`config.mk`:
```
export PLATFORM = sky130hd
export DESIGN_NAME = wishbone_sdram_arbiter
export DESIGN_NICKNAME = d
export VERILOG_FILES = /design/src/rtl/wishbone_sdram_arbiter.sv
export SDC_FILE = /design/constraint.sdc
export NUM_CORES = 1
export LEC_CHECK = 0
export ABC_CLOCK_PERIOD_IN_PS = 2400
export CAP_MARGIN = 10
export CORE_AREA = 2 2 128 130
export CTS_CLUSTER_SIZE = 14
export DETAILED_ROUTE_END_ITERATION = 7
export DIE_AREA = 0 0 130 132
export PLACE_DENSITY_LB_ADDON = 0.2
export SYNTH_ARGS = -nofsm -noshare
export SYNTH_HDL_FRONTEND = slang
export SYNTH_SLANG_ARGS = --single-unit
```
`constraint.sdc`:
```
create_clock -name clk_sys -period 2.4 [get_ports clk_sys]
set_clock_uncertainty 0.05 [all_clocks]
set_input_delay 0.24 -clock clk_sys [delete_from_list [all_inputs] [get_ports clk_sys]]
set_output_delay 0.24 -clock clk_sys [all_outputs]
set_load 0.02 [all_outputs]
```
`src/rtl/wishbone_sdram_arbiter.sv`:
```
// wishbone_sdram_arbiter: cyc-locked round-robin 2:1 Wishbone arbiter with stall watchdog; ports m0_*/m1_* masters, s_* SDRAM slave, grant one-hot owner
module wishbone_sdram_arbiter #(
  parameter int ADDR_WIDTH     = 30,
  parameter int DATA_WIDTH     = 32,
  parameter int TIMEOUT_CYCLES = 255
) (
  input  logic                    clk_sys,
  input  logic                    reset,
  input  logic [ADDR_WIDTH-1:0]   m0_addr,
  input  logic [DATA_WIDTH-1:0]   m0_data_write,
  input  logic [DATA_WIDTH/8-1:0] m0_sel,
  input  logic                    m0_cyc,
  input  logic                    m0_stb,
  input  logic                    m0_we,
  input  logic [2:0]              m0_cti,
  input  logic [1:0]              m0_bte,
  output logic [DATA_WIDTH-1:0]   m0_data_read,
  output logic                    m0_ack,
  output logic                    m0_err,
  input  logic [ADDR_WIDTH-1:0]   m1_addr,
  input  logic [DATA_WIDTH-1:0]   m1_data_write,
  input  logic [DATA_WIDTH/8-1:0] m1_sel,
  input  logic                    m1_cyc,
  input  logic                    m1_stb,
  input  logic                    m1_we,
  input  logic [2:0]              m1_cti,
  input  logic [1:0]              m1_bte,
  output logic [DATA_WIDTH-1:0]   m1_data_read,
  output logic                    m1_ack,
  output logic                    m1_err,
  output logic [ADDR_WIDTH-1:0]   s_addr,
  output logic [DATA_WIDTH-1:0]   s_data_write,
  output logic [DATA_WIDTH/8-1:0] s_sel,
  output logic                    s_cyc,
  output logic                    s_stb,
  output logic                    s_we,
  output logic [2:0]              s_cti,
  output logic [1:0]              s_bte,
  input  logic                    s_ack,
  input  logic                    s_err,
  input  logic [DATA_WIDTH-1:0]   s_data_read,
  output logic [1:0]              grant
);
  localparam int CW = $clog2(TIMEOUT_CYCLES + 1);
  typedef enum logic [1:0] {IDLE, OWN0, OWN1, ABORT} state_t;
  state_t state, state_n;
  logic last_owner;
  logic [CW-1:0] cnt;
  logic own0, own1, own, m_cyc, m_stb, timeout;
  always_comb begin
    own0 = state == OWN0 && !reset;
    own1 = state == OWN1 && !reset;
    own = own0 | own1;
    m_cyc = own1 ? m1_cyc : m0_cyc;
    m_stb = own1 ? m1_stb : m0_stb;
    timeout = own && cnt == CW'(TIMEOUT_CYCLES) && !s_ack && !s_err;
    s_cyc = own & m_cyc & !timeout;
    s_stb = own & m_cyc & m_stb & !timeout;
    s_we = own & (own1 ? m1_we : m0_we);
    s_addr = own0 ? m0_addr : own1 ? m1_addr : '0;
    s_data_write = own0 ? m0_data_write : own1 ? m1_data_write : '0;
    s_sel = own0 ? m0_sel : own1 ? m1_sel : '0;
    s_cti = own0 ? m0_cti : own1 ? m1_cti : '0;
    s_bte = own0 ? m0_bte : own1 ? m1_bte : '0;
    m0_data_read = s_data_read;
    m1_data_read = s_data_read;
    m0_ack = own0 & s_ack;
    m1_ack = own1 & s_ack;
    m0_err = own0 & (s_err | timeout);
    m1_err = own1 & (s_err | timeout);
    grant = {own1, own0};
  end
  always_comb begin
    state_n = state;
    case (state)
      IDLE:    state_n = (m0_cyc && (!m1_cyc || last_owner)) ? OWN0 : m1_cyc ? OWN1 : IDLE;
      OWN0,
      OWN1:    state_n = timeout ? ABORT : !m_cyc ? IDLE : state;
      default: state_n = (last_owner ? m1_cyc : m0_cyc) ? ABORT : IDLE;
    endcase
  end
  // last_owner tracks the owner every OWN cycle, so in ABORT it names the aborted master
  always_ff @(posedge clk_sys) begin
    if (reset) begin
      state <= IDLE;
      last_owner <= 1'b1;
      cnt <= '0;
    end else begin
      state <= state_n;
      if (own) last_owner <= own1;
      cnt <= (!own || s_ack || s_err || state_n != state) ? '0 :
             (s_stb && cnt != CW'(TIMEOUT_CYCLES)) ? cnt + 1'b1 : cnt;
    end
  end
endmodule

```
==> results.json, run 1 <==
{
  "period_minus_slack_ns": 2.302,
  "setup-violations-final": 0,
  "ant_nets": 0,
  "dpl_worst_slack_ns": -0.05758,
  "startpoint": "state[1]",
  "crit_end": "s_addr[9]",
  "layout_commonest_cell": "clkdlybuf4s50_1",
  "area_growth_pct": 114.4,
  "layout_common_cells": "clkdlybuf4s50_1 (152), dlygate4sd2_1 (72), a22o_1 (71)",
  "vias_per_cell": 4.048,
  "avgSynthCellArea_um2": 7.891,
  "worstSetupStartpointType": "register",
  "timing.final.hold_violations": 0,
  "cap_violations": 0,
  "die_area_mm2": 0.01716,
  "port_buffers": 231,
  "die-height_um": 132,
  "cp_slowest_stage_delay_ns": 0.39,
  "p_sw_uw": 362.3,
  "status": "complete, no violations",
  "finalInstanceArea_mm2": 0.004297,
  "dpl_cell_area_mm2": 0.004235,
  "drtPass1Iterations": 4,
  "fmax_mhz": 434.4,
  "r2r-start": "state[1]",
  "n_fill_cell": 1716,
  "crit_cells": 6,
  "cts_tree": "yes",
  "path_class": "reg2out",
  "power.density_mw_per_mm2": 265.1,
  "max_slew_margin_pct": 78.61,
  "synth_mux_area_share_pct": 1.498,
  "crit_path_max_fanout": 34,
  "io_pins": 328,
  "p_int_uw": 776.9,
  "vias": 2615,
  "hpwl_um": 11270,
  "rsz0062_at_grt": "true",
  "synth_cell_types": 37,
  "final_max_slew_viol_count": 0,
  "grt_pass1_vias": 2686,
  "cp.required_ns": 2.11,
  "drt_wl_total_um": 12750,
  "grt-ovfl-total": 0,
  "finalCoreUtilization_pct": 27.35,
  "clkPwrFrac_pct": 27.5,
  "crit_slowest_cell": "dfxtp_1",
  "cp_cell_sequence": "inv_1 > ha_2 > and2b_2 > buf_12 > a22o_1 > dlygate4sd2_1",
  "postSynth.asyncResetShare_pct": 0,
  "drive_gt1_share_pct": 11.19,
  "synth_top_family_by_area": "compound AO/OA/AOI/OAI gates",
  "worstSkewPairLatency_ns": 0.24,
  "die_x_um": 130,
  "hold_path_class": "in2out",
  "cts_root_buf": "clkbuf_16",
  "power_frac_seq_pct": 16.9,
  "worstSetupEndpointType": "output pin",
  "routedWlPerCell_um": 19.74,
  "r2r_slack_ns": 0.18,
  "synthSimpleGateAreaFrac_pct": 15.79,
  "r2r_end": "cnt[0]",
  "synthesis.area_mm2": 0.002004,
  "cts.sinks": 11,
  "syn-num-nets": 443,
  "design.final.nets": 619,
  "clkTransAtPathRegs_ns": 0.05,
  "hp-start": "s_data_read[18]",
  "num_rows": 46,
  "drc_errors": 0,
  "grt_pass1_wl_um": 17770,
  "worst_slew_pin_slew_ns": 0.3209,
  "grt_max_degree": 39,
  "synth-adder-area-share_pct": 3.121,
  "yosysWarnings": 0,
  "antenna_found_initial": 1,
  "coreArea_mm2": 0.01571,
  "synth-edff-count": 0,
  "synth_xor_area_share_pct": 3.870,
  "arrival_ns": 2.01,
  "ctsLongestPathBuffers": 2,
  "ff2ff_path_depth": 9,
  "cts.htree.levels": 1,
  "drt_iter0_drc": 109,
  "cts_made_buffers": 3,
  "place.gp.congestion": 0.9235,
  "synthCells": 254,
  "fin_crit_sh_pct": 95.92,
  "synth_compound_area_share_pct": 35.58,
  "switching_share_pct": 31.80,
  "start_util_pct": 12.76,
  "leakage_uw": 0.001997,
  "grt_usage_pct": 13.81,
  "ys.flop_type": "dfxtp_1",
  "ys_seq_area_share_pct": 10.99,
  "vdd_drop_max_v": 0.0002760,
  "setup_slack_ns": 0.09797,
  "critPathTopFamily": "buffers and inverters",
  "pwr-share-comb_pct": 55.6,
  "critPathBufInv": 3,
  "synth_seq_cells": 11
}
[stage by stage]
stage	cells	power, uW	hold slack [ns]	setup TNS (ns)
global placement	640	852.2	0.4302	-0.4969
finish	646	1139	0.4300	0
floorplan	254	565.6	0.2617	0
global route	645	1187	0.4301	0
CTS	644	1128	0.4302	0
detailed placement	640	851.6	0.4302	-0.5595
[state kept, by name (all words and copies together) (netlist names)]
register / cells
state: 2
last_owner: 1
cnt: 8
[logic make-up after synthesis]
logic type | Yosys count
compound gates | 84
mux | 3
flops | 11
buf+inv | 87
xor+xnor | 8
fa+ha+maj | 5
simple gates | 56
[repair_timing]
| action | in CTS | in global routing |
|---|---|---|
| endpoints found under the setup margin | 73 | 56 |
| hold buffers | 0 | 0 |
| pin swaps | 0 | 1 |
| buffers inserted | 0 | 1 |
| gates resized for setup | 73 | 17 |
[worst min-delay path by stage]
stage	to	slack [ns]	depth (start not counted)
after CTS	m1_data_read[0]	0.43	0
after floorplan	state[1]	0.26	1
final	m0_data_read[18]	0.43	0
after detailed placement	m1_data_read[0]	0.43	0
after global routing	m1_data_read[12]	0.43	0
after global placement	m1_data_read[0]	0.43	0
[power by group through the flow]
| stage | clock (uW) | combinational (uW) | sequential [uW] |
|---|---|---|---|
| floorplan | 0 | 371 | 194 |
| global placement | 0 | 657 | 196 |
| detailed placement | 0 | 656 | 196 |
| CTS | 315 | 621 | 192 |
| global route | 325 | 668 | 194 |
| finish | 313 | 633 | 193 |
[cell usage after synthesis, drive strengths merged (2+ instances only)]
library cell	number	share of area [%]
a22o	71	31
buf	67	25
clkbuf	15	2.8
nand2	12	2.2
dfxtp	11	11
nor2	10	1.9
nor3	9	2.7
ha	5	3.1
inv	5	1.1
a21oi	4	1.0
nand3	4	1.0
nor2b	4	1.2
xnor2	4	2.1
xor2	4	1.7
and2	3	0.94
mux2i	3	1.5
nand3b	3	1.3
a31oi	2	0.94
and2b	2	0.75
and3	2	0.62
and4	2	0.87
nand4	2	0.62
o21ai	2	0.50
[routing by layer]
layer	up-vias	global-route usage [%]	share of wire [%]
li1	1227	-	-
met1	1207	16.36	40
met2	171	23.59	48
met3	10	5.966	11
met4	0	1.852	1.0
met5	-	0	0
[final cells by class]
class	count	area (um2)	share of cell area (%)
timing repair buffer	253	2441	56.81
multi-input combinational	156	1260	29.32
tap	216	270.3	6.290
sequential	11	221.5	5.154
clock buffer	3	75.07	1.747
inverter	5	21.27	0.4950
clock inverter	1	5.005	0.1165
antenna	1	2.502	0.05824
(Power assumes the default switching activity.)
==> run 2: changes to the inputs <==
--- a/config.mk
+++ b/config.mk
@@ -5,6 +5,7 @@
 export SDC_FILE = /design/constraint.sdc
 export NUM_CORES = 1
 export LEC_CHECK = 0
+export ABC_AREA = 0
 export ABC_CLOCK_PERIOD_IN_PS = 2400
 export CAP_MARGIN = 10
 export CORE_AREA = 2 2 128 130
@@ -12,6 +13,7 @@
 export DETAILED_ROUTE_END_ITERATION = 7
 export DIE_AREA = 0 0 130 132
 export PLACE_DENSITY_LB_ADDON = 0.2
+export SKIP_LAST_GASP = 1
 export SYNTH_ARGS = -nofsm -noshare
 export SYNTH_HDL_FRONTEND = slang
 export SYNTH_SLANG_ARGS = --single-unit
==> results.json, run 2 (same netlist as run 1, synthesis figures left out) <==
{
  "worstSetupEndpointType": "output pin",
  "fin_crit_sh_pct": 96.05,
  "finalInstanceArea_mm2": 0.004297,
  "critPathBufInv": 3,
  "layout_common_cells": "clkdlybuf4s50_1 (152), dlygate4sd2_1 (72), a22o_1 (71)",
  "cap_violations": 0,
  "dp_cells": 640,
  "antenna_found_initial": 1,
  "place.gp.congestion": 0.9235,
  "clkTransAtPathRegs_ns": 0.05,
  "n_fill_cell": 1716,
  "drtPass1Iterations": 4,
  "cts_made_buffers": 3,
  "final_max_slew_viol_count": 0,
  "cp.required_ns": 2.11,
  "grt_usage_pct": 13.81,
  "max_slew_margin_pct": 78.61,
  "cp_cell_sequence": "inv_1 > ha_2 > and2b_2 > buf_12 > a22o_1 > dlygate4sd2_1",
  "io_pins": 328,
  "design.final.nets": 619,
  "ant_nets": 0,
  "finalCoreUtilization_pct": 27.35,
  "drt_wl_total_um": 12740,
  "vias_per_cell": 4.031,
  "die_area_mm2": 0.01716,
  "drt_iter0_drc": 117,
  "vias": 2604,
  "vdd_drop_max_v": 0.0002760,
  "layout_commonest_cell": "clkdlybuf4s50_1",
  "largest_register_ffs": 8,
  "cp_slowest_stage_delay_ns": 0.39,
  "cts_tree": "yes",
  "cts_root_buf": "clkbuf_16",
  "status": "complete, no violations",
  "routedWlPerCell_um": 19.72,
  "area_growth_pct": 114.4,
  "r2r_end": "cnt[0]",
  "rsz0062_at_grt": "true",
  "timing.final.hold_violations": 0,
  "hp-start": "s_data_read[18]",
  "ff2ff_path_depth": 9,
  "drc_errors": 0,
  "num_rows": 46,
  "r2r-start": "state[1]",
  "grt_max_degree": 39,
  "start_util_pct": 12.76,
  "die-height_um": 132,
  "path_class": "reg2out",
  "holdPathStages": 0,
  "worst_slew_pin_slew_ns": 0.3209,
  "hold_path_end": "m0_data_read[18]",
  "critPathTopFamily": "buffers and inverters",
  "largestRegisters": "cnt x8, state x2, last_owner x1",
  "ctsHoldBuffers": 0,
  "worstSkewPairLatency_ns": 0.24,
  "regMostFlops": "cnt",
  "hpwl_um": 11270,
  "port_buffers": 231,
  "ctsLongestPathBuffers": 2,
  "grt_pass1_wl_um": 17770,
  "leakage_uw": 0.001997,
  "period_minus_slack_ns": 2.305,
  "setup-violations-final": 0,
  "finalPower_uw": 1139,
  "worstSetupStartpointType": "register",
  "arrival_ns": 2.02,
  "hold_path_class": "in2out",
  "crit_slowest_cell": "dfxtp_1",
  "dpl_cell_area_mm2": 0.004235,
  "die_x_um": 130,
  "stdcell_count": 646,
  "r2r_slack_ns": 0.18,
  "grt_pass1_vias": 2686,
  "grt-ovfl-total": 0,
  "cts.htree.levels": 1,
  "coreArea_mm2": 0.01571,
  "fmax_mhz": 433.8,
  "drive_gt1_share_pct": 11.19,
  "power.density_mw_per_mm2": 265.2,
  "crit_path_max_fanout": 34,
  "cts.sinks": 11
}
## run 2: cell counts in the layout (fill, tap and decap cells not counted)
Identical to the previous run, type by type.
## run 2: metal layers
layer / global-route usage (%) / share of wire (%)
met1: 16.36 / 39
met2: 23.59 / 48
met3: 5.966 / 11
met4: 1.852 / 1.0
met5: 0 / 0
## run 2: worst max-delay path by stage
| stage | startpoint | to | cells past startpoint |
|---|---|---|---|
| final | state[1] | s_addr[9] | 6 |
| after global routing | state[1] | cnt[5] | 9 |
| after CTS | state[1] | grant[0] | 5 |
| after detailed placement | reset | s_addr[29] | 6 |
| after global placement | reset | s_data_write[0] | 6 |
| after floorplan | state[0] | s_addr[0] | 7 |
## run 2: repair_timing
item,CTS,global route
resized for setup,73,17
pin swaps,0,1
endpoints found under the setup margin,73,56
buffers inserted,0,1
## run 2: power by group
part	leakage (uW)	switching [uW]	internal (uW)
Clock	0.0000409	91.8	222
Sequential	0.0000893	5.34	188
Combinational	0.00187	265	368
Total	0.00200	362	777
## run 2: area by class of cell
class	instances	area [um2]	area share, %
tap	216	270.3	6.290
clock buffer	3	75.07	1.747
inverter	5	21.27	0.4950
clock inverter	1	5.005	0.1165
timing repair buffer	253	2441	56.81
multi-input combinational	156	1260	29.32
sequential	11	221.5	5.154
antenna	1	2.502	0.05824
## run 2: per-stage QoR
stage          hold slack, ns  setup TNS [ns]  worst slack (ns)
3_5_place_dp           0.4302         -0.5595          -0.05758
6_report               0.4300               0           0.09475
2_1_floorplan          0.2617               0            0.3784
4_1_cts                0.4302               0          0.009500
5_1_grt                0.4301               0           0.01016
3_3_place_gp           0.4302         -0.4969          -0.06447
